### src/rtl/m2s_stream_fifo_if.sv
`default_nettype none
// ============================================================================
// Module      : m2s_stream_fifo_if
// Description : MM-slave write/read bus plus ST source handshake for the
//               m2s_stream_fifo bridge. "slave" is the bridge side, "master"
//               is the CPU/DMA + sink side.
// Revision    : 1.0 - initial release
// ============================================================================
interface m2s_stream_fifo_if #(
    parameter int DATA_W = 32
);
    logic [1:0]        mm_address;
    logic              mm_write;
    logic [DATA_W-1:0] mm_writedata;
    logic              mm_read;
    logic [DATA_W-1:0] mm_readdata;
    logic              mm_waitrequest;
    logic [DATA_W-1:0] st_data;
    logic              st_valid;
    logic              st_ready;

    modport master (
        output mm_address, mm_write, mm_writedata, mm_read, st_ready,
        input  mm_readdata, mm_waitrequest, st_data, st_valid
    );

    modport slave (
        input  mm_address, mm_write, mm_writedata, mm_read, st_ready,
        output mm_readdata, mm_waitrequest, st_data, st_valid
    );
endinterface
`default_nettype wire

### src/rtl/m2s_stream_fifo.sv
`default_nettype none
// ============================================================================
// Module      : m2s_stream_fifo
// Description : Avalon-MM write to Avalon-ST source FIFO bridge. DEPTH-1 word
//               RAM plus a first-word-fall-through output register, readable
//               level/status, soft flush and sticky underrun flag.
//               Optional macro M2S_IRQ_EN adds a low-water-mark refill irq.
// Revision    : 1.0 - initial release
// ============================================================================
module m2s_stream_fifo #(
    parameter int DATA_W    = 32,
    parameter int DEPTH     = 32,
    parameter int LVL_W     = 6,
    parameter int AFULL_LVL = 28
) (
    input  wire              clock,
    input  wire              reset_n,
    m2s_stream_fifo_if.slave bus
`ifdef M2S_IRQ_EN
    ,
    output logic             irq
`endif
);

    // RAM holds DEPTH-1 words; index width of clog2(DEPTH) covers 0..DEPTH-2
    localparam int               PTR_W      = $clog2(DEPTH);
    localparam logic [PTR_W-1:0] c_ptr_last = PTR_W'(DEPTH - 2);
    localparam logic [LVL_W-1:0] c_depth    = LVL_W'(DEPTH);
    localparam logic [LVL_W-1:0] c_afull    = LVL_W'(AFULL_LVL);

    logic [DATA_W-1:0] r_mem [0:DEPTH-2];
    logic [PTR_W-1:0]  r_wr_ptr;
    logic [PTR_W-1:0]  r_rd_ptr;
    logic [LVL_W-1:0]  r_level;
    logic [DATA_W-1:0] r_st_data;
    logic              r_st_valid;
    logic [DATA_W-1:0] r_rdata;
    logic              r_armed;
    logic              r_underrun;

    logic              w_full;
    logic              w_empty;
    logic              w_afull;
    logic              w_data_wr;
    logic              w_push;
    logic              w_pop;
    logic              w_flush;
    logic              w_ram_empty;
    logic              w_load;
    logic              w_bypass;
    logic              w_ram_wr;
    logic              w_ram_rd;
    logic [DATA_W-1:0] w_rd_mux;

    assign w_full      = (r_level == c_depth);
    assign w_empty     = (r_level == '0);
    assign w_afull     = (r_level >= c_afull);
    assign w_data_wr   = bus.mm_write & (bus.mm_address == 2'd0);
    assign w_push      = w_data_wr & ~w_full;
    assign w_pop       = r_st_valid & bus.st_ready;
    assign w_flush     = bus.mm_write & (bus.mm_address == 2'd1) & bus.mm_writedata[0];
    // RAM is empty when the only stored word (if any) sits in the output register
    assign w_ram_empty = (r_level == {{(LVL_W-1){1'b0}}, r_st_valid});
    // Output register can take a new word this cycle
    assign w_load      = ~r_st_valid | w_pop;
    // Empty RAM: a push goes straight to the output register
    assign w_bypass    = w_load & w_ram_empty & w_push;
    assign w_ram_wr    = w_push & ~w_bypass;
    assign w_ram_rd    = w_load & ~w_ram_empty;

    assign bus.mm_waitrequest = ~reset_n | (w_data_wr & w_full);
    assign bus.st_data        = r_st_data;
    assign bus.st_valid       = r_st_valid;
    assign bus.mm_readdata    = r_rdata;

    function automatic logic [PTR_W-1:0] f_ptr_next(input logic [PTR_W-1:0] p);
        return (p == c_ptr_last) ? '0 : p + PTR_W'(1);
    endfunction

    // Storage RAM write port (no reset needed, validity tracked by level)
    always_ff @(posedge clock) begin
        if (w_ram_wr) begin
            r_mem[r_wr_ptr] <= bus.mm_writedata;
        end
    end

    // Pointers, level and first-word-fall-through output register
    always_ff @(posedge clock or negedge reset_n) begin
        if (!reset_n) begin
            r_wr_ptr   <= '0;
            r_rd_ptr   <= '0;
            r_level    <= '0;
            r_st_data  <= '0;
            r_st_valid <= 1'b0;
        end else if (w_flush) begin
            r_wr_ptr   <= '0;
            r_rd_ptr   <= '0;
            r_level    <= '0;
            r_st_valid <= 1'b0;
        end else begin
            if (w_ram_wr) begin
                r_wr_ptr <= f_ptr_next(r_wr_ptr);
            end
            if (w_ram_rd) begin
                r_st_data  <= r_mem[r_rd_ptr];
                r_rd_ptr   <= f_ptr_next(r_rd_ptr);
                r_st_valid <= 1'b1;
            end else if (w_bypass) begin
                r_st_data  <= bus.mm_writedata;
                r_st_valid <= 1'b1;
            end else if (w_pop) begin
                r_st_valid <= 1'b0;
            end
            case ({w_push, w_pop})
                2'b10:   r_level <= r_level + LVL_W'(1);
                2'b01:   r_level <= r_level - LVL_W'(1);
                default: r_level <= r_level;
            endcase
        end
    end

    // Armed after the first push; sticky underrun with set winning over clear
    always_ff @(posedge clock or negedge reset_n) begin
        if (!reset_n) begin
            r_armed    <= 1'b0;
            r_underrun <= 1'b0;
        end else begin
            if (w_flush) begin
                r_armed <= 1'b0;
            end else if (w_push) begin
                r_armed <= 1'b1;
            end
            if (r_armed & bus.st_ready & ~r_st_valid) begin
                r_underrun <= 1'b1;
            end else if (bus.mm_write & (bus.mm_address == 2'd2) & bus.mm_writedata[3]) begin
                r_underrun <= 1'b0;
            end
        end
    end

    // Register-read multiplexer
    always_comb begin
        w_rd_mux = '0;
        case (bus.mm_address)
            2'd1:    w_rd_mux = {{(DATA_W-LVL_W){1'b0}}, r_level};
            2'd2:    w_rd_mux = {{(DATA_W-4){1'b0}}, r_underrun, w_afull, w_full, w_empty};
            default: w_rd_mux = '0;
        endcase
    end

    // Read data with one-cycle latency, held between reads
    always_ff @(posedge clock or negedge reset_n) begin
        if (!reset_n) begin
            r_rdata <= '0;
        end else if (bus.mm_read) begin
            r_rdata <= w_rd_mux;
        end
    end

`ifdef M2S_IRQ_EN
    logic [LVL_W-1:0] r_lwm;
    logic             r_irq_en;
    logic             r_irq;

    // CTRL low-water mark / enable, and registered refill request
    always_ff @(posedge clock or negedge reset_n) begin
        if (!reset_n) begin
            r_lwm    <= '0;
            r_irq_en <= 1'b0;
            r_irq    <= 1'b0;
        end else begin
            if (bus.mm_write & (bus.mm_address == 2'd1)) begin
                r_lwm    <= bus.mm_writedata[LVL_W+7:8];
                r_irq_en <= bus.mm_writedata[1];
            end
            r_irq <= r_armed & (r_level <= r_lwm) & r_irq_en;
        end
    end

    assign irq = r_irq;
`endif

endmodule
`default_nettype wire

### src/flat_wrapper.sv
// flat-port wrapper written by rule: the top's interface ports become plain ports
module m2s_stream_fifo_flat 
#(
    parameter int DATA_W    = 32,
    parameter int DEPTH     = 32,
    parameter int LVL_W     = 6,
    parameter int AFULL_LVL = 28
)
  (clock, reset_n, bus_mm_address, bus_mm_write, bus_mm_writedata, bus_mm_read, bus_st_ready, bus_mm_readdata, bus_mm_waitrequest, bus_st_data, bus_st_valid);
  m2s_stream_fifo_if #(.DATA_W(DATA_W)) bus_i ();
  input  wire clock;
  input  wire reset_n;
  input wire logic [$bits(bus_i.mm_address)-1:0] bus_mm_address;
  input wire logic [$bits(bus_i.mm_write)-1:0] bus_mm_write;
  input wire logic [$bits(bus_i.mm_writedata)-1:0] bus_mm_writedata;
  input wire logic [$bits(bus_i.mm_read)-1:0] bus_mm_read;
  input wire logic [$bits(bus_i.st_ready)-1:0] bus_st_ready;
  output wire logic [$bits(bus_i.mm_readdata)-1:0] bus_mm_readdata;
  output wire logic [$bits(bus_i.mm_waitrequest)-1:0] bus_mm_waitrequest;
  output wire logic [$bits(bus_i.st_data)-1:0] bus_st_data;
  output wire logic [$bits(bus_i.st_valid)-1:0] bus_st_valid;
  assign bus_i.mm_address = bus_mm_address;
  assign bus_i.mm_write = bus_mm_write;
  assign bus_i.mm_writedata = bus_mm_writedata;
  assign bus_i.mm_read = bus_mm_read;
  assign bus_i.st_ready = bus_st_ready;
  assign bus_mm_readdata = bus_i.mm_readdata;
  assign bus_mm_waitrequest = bus_i.mm_waitrequest;
  assign bus_st_data = bus_i.st_data;
  assign bus_st_valid = bus_i.st_valid;
  m2s_stream_fifo #(.DATA_W(DATA_W), .DEPTH(DEPTH), .LVL_W(LVL_W), .AFULL_LVL(AFULL_LVL)) u_core (.clock(clock), .reset_n(reset_n), .bus(bus_i));
endmodule
### config.mk
export PLATFORM = sky130hd
export DESIGN_NAME = m2s_stream_fifo_flat
export DESIGN_NICKNAME = d
export VERILOG_FILES = /design/src/rtl/m2s_stream_fifo_if.sv /design/src/rtl/m2s_stream_fifo.sv /design/src/flat_wrapper.sv
export SDC_FILE = /design/constraint.sdc
export NUM_CORES = 1
export LEC_CHECK = 0
export CAP_MARGIN = 0
export CELL_PAD_IN_SITES_DETAIL_PLACEMENT = 0
export CELL_PAD_IN_SITES_GLOBAL_PLACEMENT = 1
export CORE_MARGIN = 4
export CORE_UTILIZATION = 35
export DETAILED_ROUTE_END_ITERATION = 16
export PLACE_DENSITY = 0.53
export SKIP_LAST_GASP = 1
export SLEW_MARGIN = 20
export SYNTH_ARGS = -nofsm -noshare
export SYNTH_HDL_FRONTEND = slang
export SYNTH_SLANG_ARGS = --single-unit
### constraint.sdc
create_clock -name clock -period 6.5 [get_ports clock]
set_clock_uncertainty 0.05 [all_clocks]
set_input_delay 1.95 -clock clock [delete_from_list [all_inputs] [get_ports clock]]
set_output_delay 1.95 -clock clock [all_outputs]
set_load 0.01 [all_outputs]
==> results.ini, run 1 <==
[grt]
grt_antenna_before_repair = 3
overflow = 0
grt_max_degree = 98
grt_use_total_pct = 18.3
grt_pass1_vias = 21824
grt_pass1_wl_um = 163000

[die]
start_util_pct = 35.4
fp.dieW_um = 352
rows = 125
ios = 105
dieHeight_um = 352
coreArea_mm2 = 0.117
dieArea_mm2 = 0.124

[clock_network]
numCtsBuffers = 109
hold_buffers = 0
post_cts_buffers = 0
cts_tree = yes
cts.htree.levels = 3
clkTransAtPathRegs_ps = 60
cts_max_path_buffers = 3
clockRootBuffer = clkbuf_16
cts_resized = 0
worstSkewPairLatency_ps = 670
cts_sinks = 1049

[layout]
area_growth_pct = 16.1
fill_cells = 10360
layout_commonest_cell = edfxtp_1
fin_area_mm2 = 0.0479
layout_common_cells = edfxtp_1, mux2i_1, mux4_2
utilization_pct = 41.1
nNetsFinal = 2356
drive_gt1_share_pct = 20.3

[route]
wl_per_cell_um = 28.8
dr.pass1.iters = 5
ant_nets = 0
drt-total-wl_um = 113000
route.detailed.drc = 0
dr_total_vias = 21175
viasPerCell = 5.39
drtIter0Drc = 1779

[synthesis]
yosys.cell_types.count = 67
synth.top_cell.area_share_pct = 72.1
syn_area_per_cell_um2 = 19.2
syn_inst = 2154
syn_area_mm2 = 0.0413
ys_async_sr_fraction_pct = 5.43
synth_seq_cells = 1049
synth.largest_area_cell = edfxtp_1
ys.warnings.count = 0
ys_seq_area_share_pct = 75.6
synthTopCellsByArea = edfxtp_1, mux4_2, mux2i_1
synth-edff-count = 992
synthFlopType = edfxtp_1

[power_and_ir_drop]
p_leak_nw = 15.5
peakVddDrop_mv = 0.218
total_power_mw = 19.3
powerDensity_mw_per_mm2 = 403

[timing]
finalSetupViolCount = 0
rsz0062_at_grt = false
tns_ps = 0
maxSlewViolCount = 0
min_period_over_period_pct = 85.3
min_period_ps = 5540
worstMarginPinSlew_ps = 1190
finalHoldViolCount = 0
fmax_ghz = 0.180
hold_slack_ps = 445
max-slew-margin-rel_pct = 19.1

[min_path]
hp-class = flop to flop

[critical_path]
end_kind = output pin
criticalPathCategory = input pin to output pin
cp.arrival_ps = 3540
critPathRequiredTime_ps = 4500
start_kind = input pin
cp_max_fo = 3

[run_status]
status = complete, no violations

[placement]
gp_congestion = 0.740
hpwl_um = 67800
place.port_buffers = 78
placed_area_mm2 = 0.0443

[job]
cap_violations = 0

per-layer routing:
| layer | vias up | share of wire [%] | track usage, % |
|---|---|---|---|
| met3 | 166 | 4.8 | 2.72 |
| li1 | 9108 | - | - |
| met5 | - | 0 | 0 |
| met2 | 608 | 49 | 30.6 |
| met1 | 11293 | 43 | 24.9 |
| met4 | 0 | 3.2 | 5.78 |
critical path, stage by stage:
cell and delay (ps):
clkdlybuf4s50_1 430, inv_1 100, ha_1 200, nand2_1 110, o21ai_0 180, clkdlybuf4s50_1 560
layout make-up:
cell class	instances	area [um^2]	area share, %
Sequential cell	1049	31200	65.1
Multi-Input combinational cell	942	9440	19.7
Clock buffer	138	2900	6.05
Tap cell	1524	1910	3.98
Timing Repair Buffer	172	1610	3.36
Clock inverter	70	744	1.55
Inverter	29	109	0.227
Antenna cell	2	5.00	0.0104
state kept, by name (all words and copies together), names as in the netlist:
signal,cells
u_core.r_mem,992
u_core.bus.st_valid,1
u_core.r_underrun,1
u_core.bus.mm_readdata,6
u_core.r_level,6
u_core.r_armed,1
u_core.bus.st_data,32
u_core.r_rd_ptr,5
u_core.r_wr_ptr,5
synthesized netlist by cell type (all sizes together), types with 10 or more instances:
cell / number
nand3: 37
inv: 28
o22ai: 10
a21oi: 33
buf: 99
clkbuf: 60
a211o: 29
o221ai: 68
a211oi: 26
a31oi: 25
a22oi: 22
edfxtp: 992
nor2: 70
mux4: 155
o21ai: 46
ha: 14
nand2: 72
mux2i: 163
a22o: 42
dfrtp: 57
worst paths after layout:
kind,from,to,slack [ps],cells past startpoint
max in group asynchronous,reset_n,u_core.r_rd_ptr[1],4180,2
min in group asynchronous,reset_n,u_core.r_wr_ptr[0],1140,1
min,u_core.r_underrun,u_core.r_underrun,450,1
min reg2reg,u_core.r_underrun,u_core.r_underrun,450,1
max,bus_mm_address[0],bus_mm_waitrequest,960,6
max reg2reg,u_core.r_rd_ptr[1],u_core.bus.st_data[5],2590,7
power by group:
group / leakage, nW / switching [mW] / total [mW] / internal (mW)
logic: 4.08 / 2.93 / 4.99 / 2.06
clock network: 1.77 / 2.59 / 6.34 / 3.75
registers: 9.60 / 0.372 / 7.97 / 7.60
stage by stage:
stage,std cells,worst slack (ps)
2_1_floorplan,2179,1530
6_report,3926,956
3_3_place_gp,3716,928
3_5_place_dp,3716,958
4_1_cts,3924,957
5_1_grt,3924,893
logic make-up after synthesis:
family	synth area share, %
AO/OA/AOI/OAI	6.28
XOR/XNOR	0.0848
adder cells (fa/ha/maj)	0.424
buffers and inverters	2.45
flip-flops	75.6
multiplexers	12.6
other	0.00908
AND/OR/NAND/NOR	2.61
No activity file was read; power rests on OpenSTA's default activity.
==> inputs of run 2 (changes only) <==
--- a/config.mk
+++ b/config.mk
@@ -8,8 +8,9 @@
 export CAP_MARGIN = 0
 export CELL_PAD_IN_SITES_DETAIL_PLACEMENT = 0
 export CELL_PAD_IN_SITES_GLOBAL_PLACEMENT = 1
-export CORE_MARGIN = 4
+export CORE_MARGIN = 5
 export CORE_UTILIZATION = 35
+export CTS_BUF_LIST = sky130_fd_sc_hd__clkbuf_8
 export DETAILED_ROUTE_END_ITERATION = 16
 export PLACE_DENSITY = 0.53
 export SKIP_LAST_GASP = 1
==> run 2 against run 1 <==
  * Non-clock buffer count unchanged
  * Critical path depth stayed put
  * First-iteration DRC count is 3.7% lower
==> results.ini, run 2 (same netlist as run 1, synthesis figures left out) <==
[run_status]
status = complete, no violations

[die]
coreArea_mm2 = 0.118  ; +0.80%
rows = 126  ; +0.80%
fp.dieW_um = 354  ; +0.57%
dieHeight_um = 354  ; +0.57%
dieArea_mm2 = 0.125  ; +1.1%
start_util_pct = 35.1  ; -0.28 points
ios = 105  ; unchanged

[timing]
fmax_ghz = 0.181  ; +0.27%
finalSetupViolCount = 0  ; unchanged
hold_slack_ps = 468  ; +22.8 ps
min_period_over_period_pct = 85.1  ; -0.23 points
max-slew-margin-rel_pct = 35.6  ; +16 points
tns_ps = 0  ; unchanged
worstMarginPinSlew_ps = 967  ; -228 ps
min_period_ps = 5530  ; -14.8 ps
finalHoldViolCount = 0  ; unchanged
worst_slack_ps = 970  ; +14.8 ps
maxSlewViolCount = 0  ; unchanged
rsz0062_at_grt = false

[clock_network]
clkTransAtPathRegs_ps = 60  ; about the same
cts_tree = yes
cts_sinks = 1049  ; unchanged
cts_max_path_buffers = 3  ; unchanged
numCtsBuffers = 176  ; +61%
cts_resized = 0  ; unchanged
hold_buffers = 0  ; unchanged
cts.htree.levels = 4  ; +1
worstSkewPairLatency_ps = 830  ; +160 ps
post_cts_buffers = 0  ; unchanged
clockRootBuffer = clkbuf_8

[layout]
largest_reg_flops = 992  ; unchanged
fin_area_mm2 = 0.0474  ; -1.0%
layout_commonest_cell = edfxtp_1
layout_common_cells = edfxtp_1, clkbuf_8, mux2i_1
nNetsFinal = 2423  ; +2.8%
top_register = u_core.r_mem
fill_cells = 10584  ; +2.2%
drive_gt1_share_pct = 21.8  ; +1.5 points
area_growth_pct = 14.9

[job]
cap_violations = 0  ; unchanged

[critical_path]
cpMostUsedCell = clkdlybuf4s50_1
worstPathCellList = clkdlybuf4s50_1, inv_1, ha_1, nand2_1, o21ai_0, clkdlybuf4s50_1
cp_slowest_stage_delay_ps = 570  ; about the same
start_kind = input pin
cp_max_fo = 3  ; unchanged
cp.arrival_ps = 3530  ; about the same
critPathRequiredTime_ps = 4500  ; about the same
criticalPathCategory = input pin to output pin
cp_num_buf_inv = 3  ; unchanged
cp_slowest_cell = clkdlybuf4s50_1
end_kind = output pin
crit_family = buffers and inverters
reg2reg_slack_ps = 2600  ; about the same

[placement]
dpl_worst_slack_ps = 941  ; -17.1 ps
placed_area_mm2 = 0.0442  ; -0.14%
hpwl_um = 67400  ; -0.68%
place.port_buffers = 78  ; unchanged
gp_congestion = 0.766  ; +3.6%

[power_and_ir_drop]
intPower_mw = 12.4  ; -7.6%
p_switching_mw = 5.91  ; +0.42%
p_leak_nw = 15.6  ; +0.75%
comb_power_share_pct = 27.3  ; +1.5 points
peakVddDrop_mv = 0.340  ; +56%
switching_share_pct = 32.3  ; +1.8 points
powerDensity_mw_per_mm2 = 386  ; -4.2%
total_power_mw = 18.3  ; -5.2%
power_frac_clock_pct = 29.4  ; -3.5 points
sequentialPowerShare_pct = 43.3  ; +2.0 points

[min_path]
hp-class = flop to flop

[route]
ant_nets = 0  ; unchanged
wl_per_cell_um = 28.0  ; -2.7%
viasPerCell = 5.29  ; -2.0%
dr_total_vias = 21397  ; +1.0%
drt-total-wl_um = 113000  ; +0.28%
dr.pass1.iters = 5  ; unchanged
route.detailed.drc = 0  ; unchanged
drtIter0Drc = 1714  ; -3.7%

[grt]
grt_max_degree = 84  ; -14%
grt_pass1_vias = 22777  ; +4.4%
grt_antenna_before_repair = 2  ; -1
grt_use_total_pct = 18.0  ; -0.30 points
grt_pass1_wl_um = 164000  ; +1.0%
overflow = 0  ; unchanged

## run 2: changes by cell type in the layout (fill, tap and decap cells not counted), sizes merged
| cell | before | now |
|---|---|---|
| buf | 102 | 107 |
| bufinv | 15 | 3 |
| clkinvlp | 5 | 3 |
| inv | 32 | 105 |
| clkdlybuf4s50 | 70 | 65 |
| clkbuf | 138 | 182 |
| clkinv | 47 | 54 |
## run 2: worst min-delay path, delay by kind of cell, from the launching register on
family	cells	cell delay [ps]
flops	1	350
simple gates	2	120
## run 2: per-stage QoR
step	instances	utilization [%]
2_1_floorplan	2179	-
3_3_place_gp	3728	37.6
3_5_place_dp	3728	37.6
4_1_cts	4046	40.3
5_1_grt	4048	40.3
6_report	4048	40.3
## run 2: worst paths after layout
kind,from,endpoint,depth (start not counted)
max,bus_mm_address[0],bus_mm_waitrequest,6
min,u_core.r_armed,u_core.r_armed,2
max reg2reg,u_core.r_rd_ptr[0],u_core.bus.st_data[21],6
min reg2reg,u_core.r_armed,u_core.r_armed,2
max in group asynchronous,reset_n,u_core.r_rd_ptr[1],2
min in group asynchronous,reset_n,u_core.bus.st_valid,1
## run 2: power groups by stage
| stage | clock network (mW) | logic [mW] | registers (mW) |
|---|---|---|---|
| 6_report | 5.38 | 4.99 | 7.93 |
| 5_1_grt | 5.89 | 5.33 | 7.95 |
| 4_1_cts | 5.57 | 5.12 | 7.93 |
| 3_5_place_dp | 0 | 5.10 | 8.07 |
| 3_3_place_gp | 0 | 5.09 | 8.07 |
| 2_1_floorplan | 0 | 3.32 | 7.88 |
## run 2: layer usage
metal	global-route usage, %	up-vias	part of all wire [%]
li1	-	9263	-
met4	5.99	0	2.7
met3	3.04	167	4.2
met1	24.0	11370	44
met2	30.3	597	49
met5	0	-	0
## run 2: cell type report
class                           instances  area [um^2]  area share (%)
Clock inverter                        136          706            1.49
Sequential cell                      1049        31200            65.8
Timing Repair Buffer                  172         1540            3.24
Multi-Input combinational cell        942         9430            19.9
Inverter                               29          109           0.229
Tap cell                             1536         1920            4.05
Clock buffer                          182         2500            5.28
Antenna cell                            2         5.00          0.0105
==> inputs of run 3 (changes only) <==
--- a/config.mk
+++ b/config.mk
@@ -12,6 +12,7 @@
 export CORE_UTILIZATION = 35
 export CTS_BUF_LIST = sky130_fd_sc_hd__clkbuf_8
 export DETAILED_ROUTE_END_ITERATION = 16
+export GPL_ROUTABILITY_DRIVEN = 0
 export PLACE_DENSITY = 0.53
 export SKIP_LAST_GASP = 1
 export SLEW_MARGIN = 20
==> results of run 3 <==
The final DEF is identical to that of run 2; final timing and power are the same.
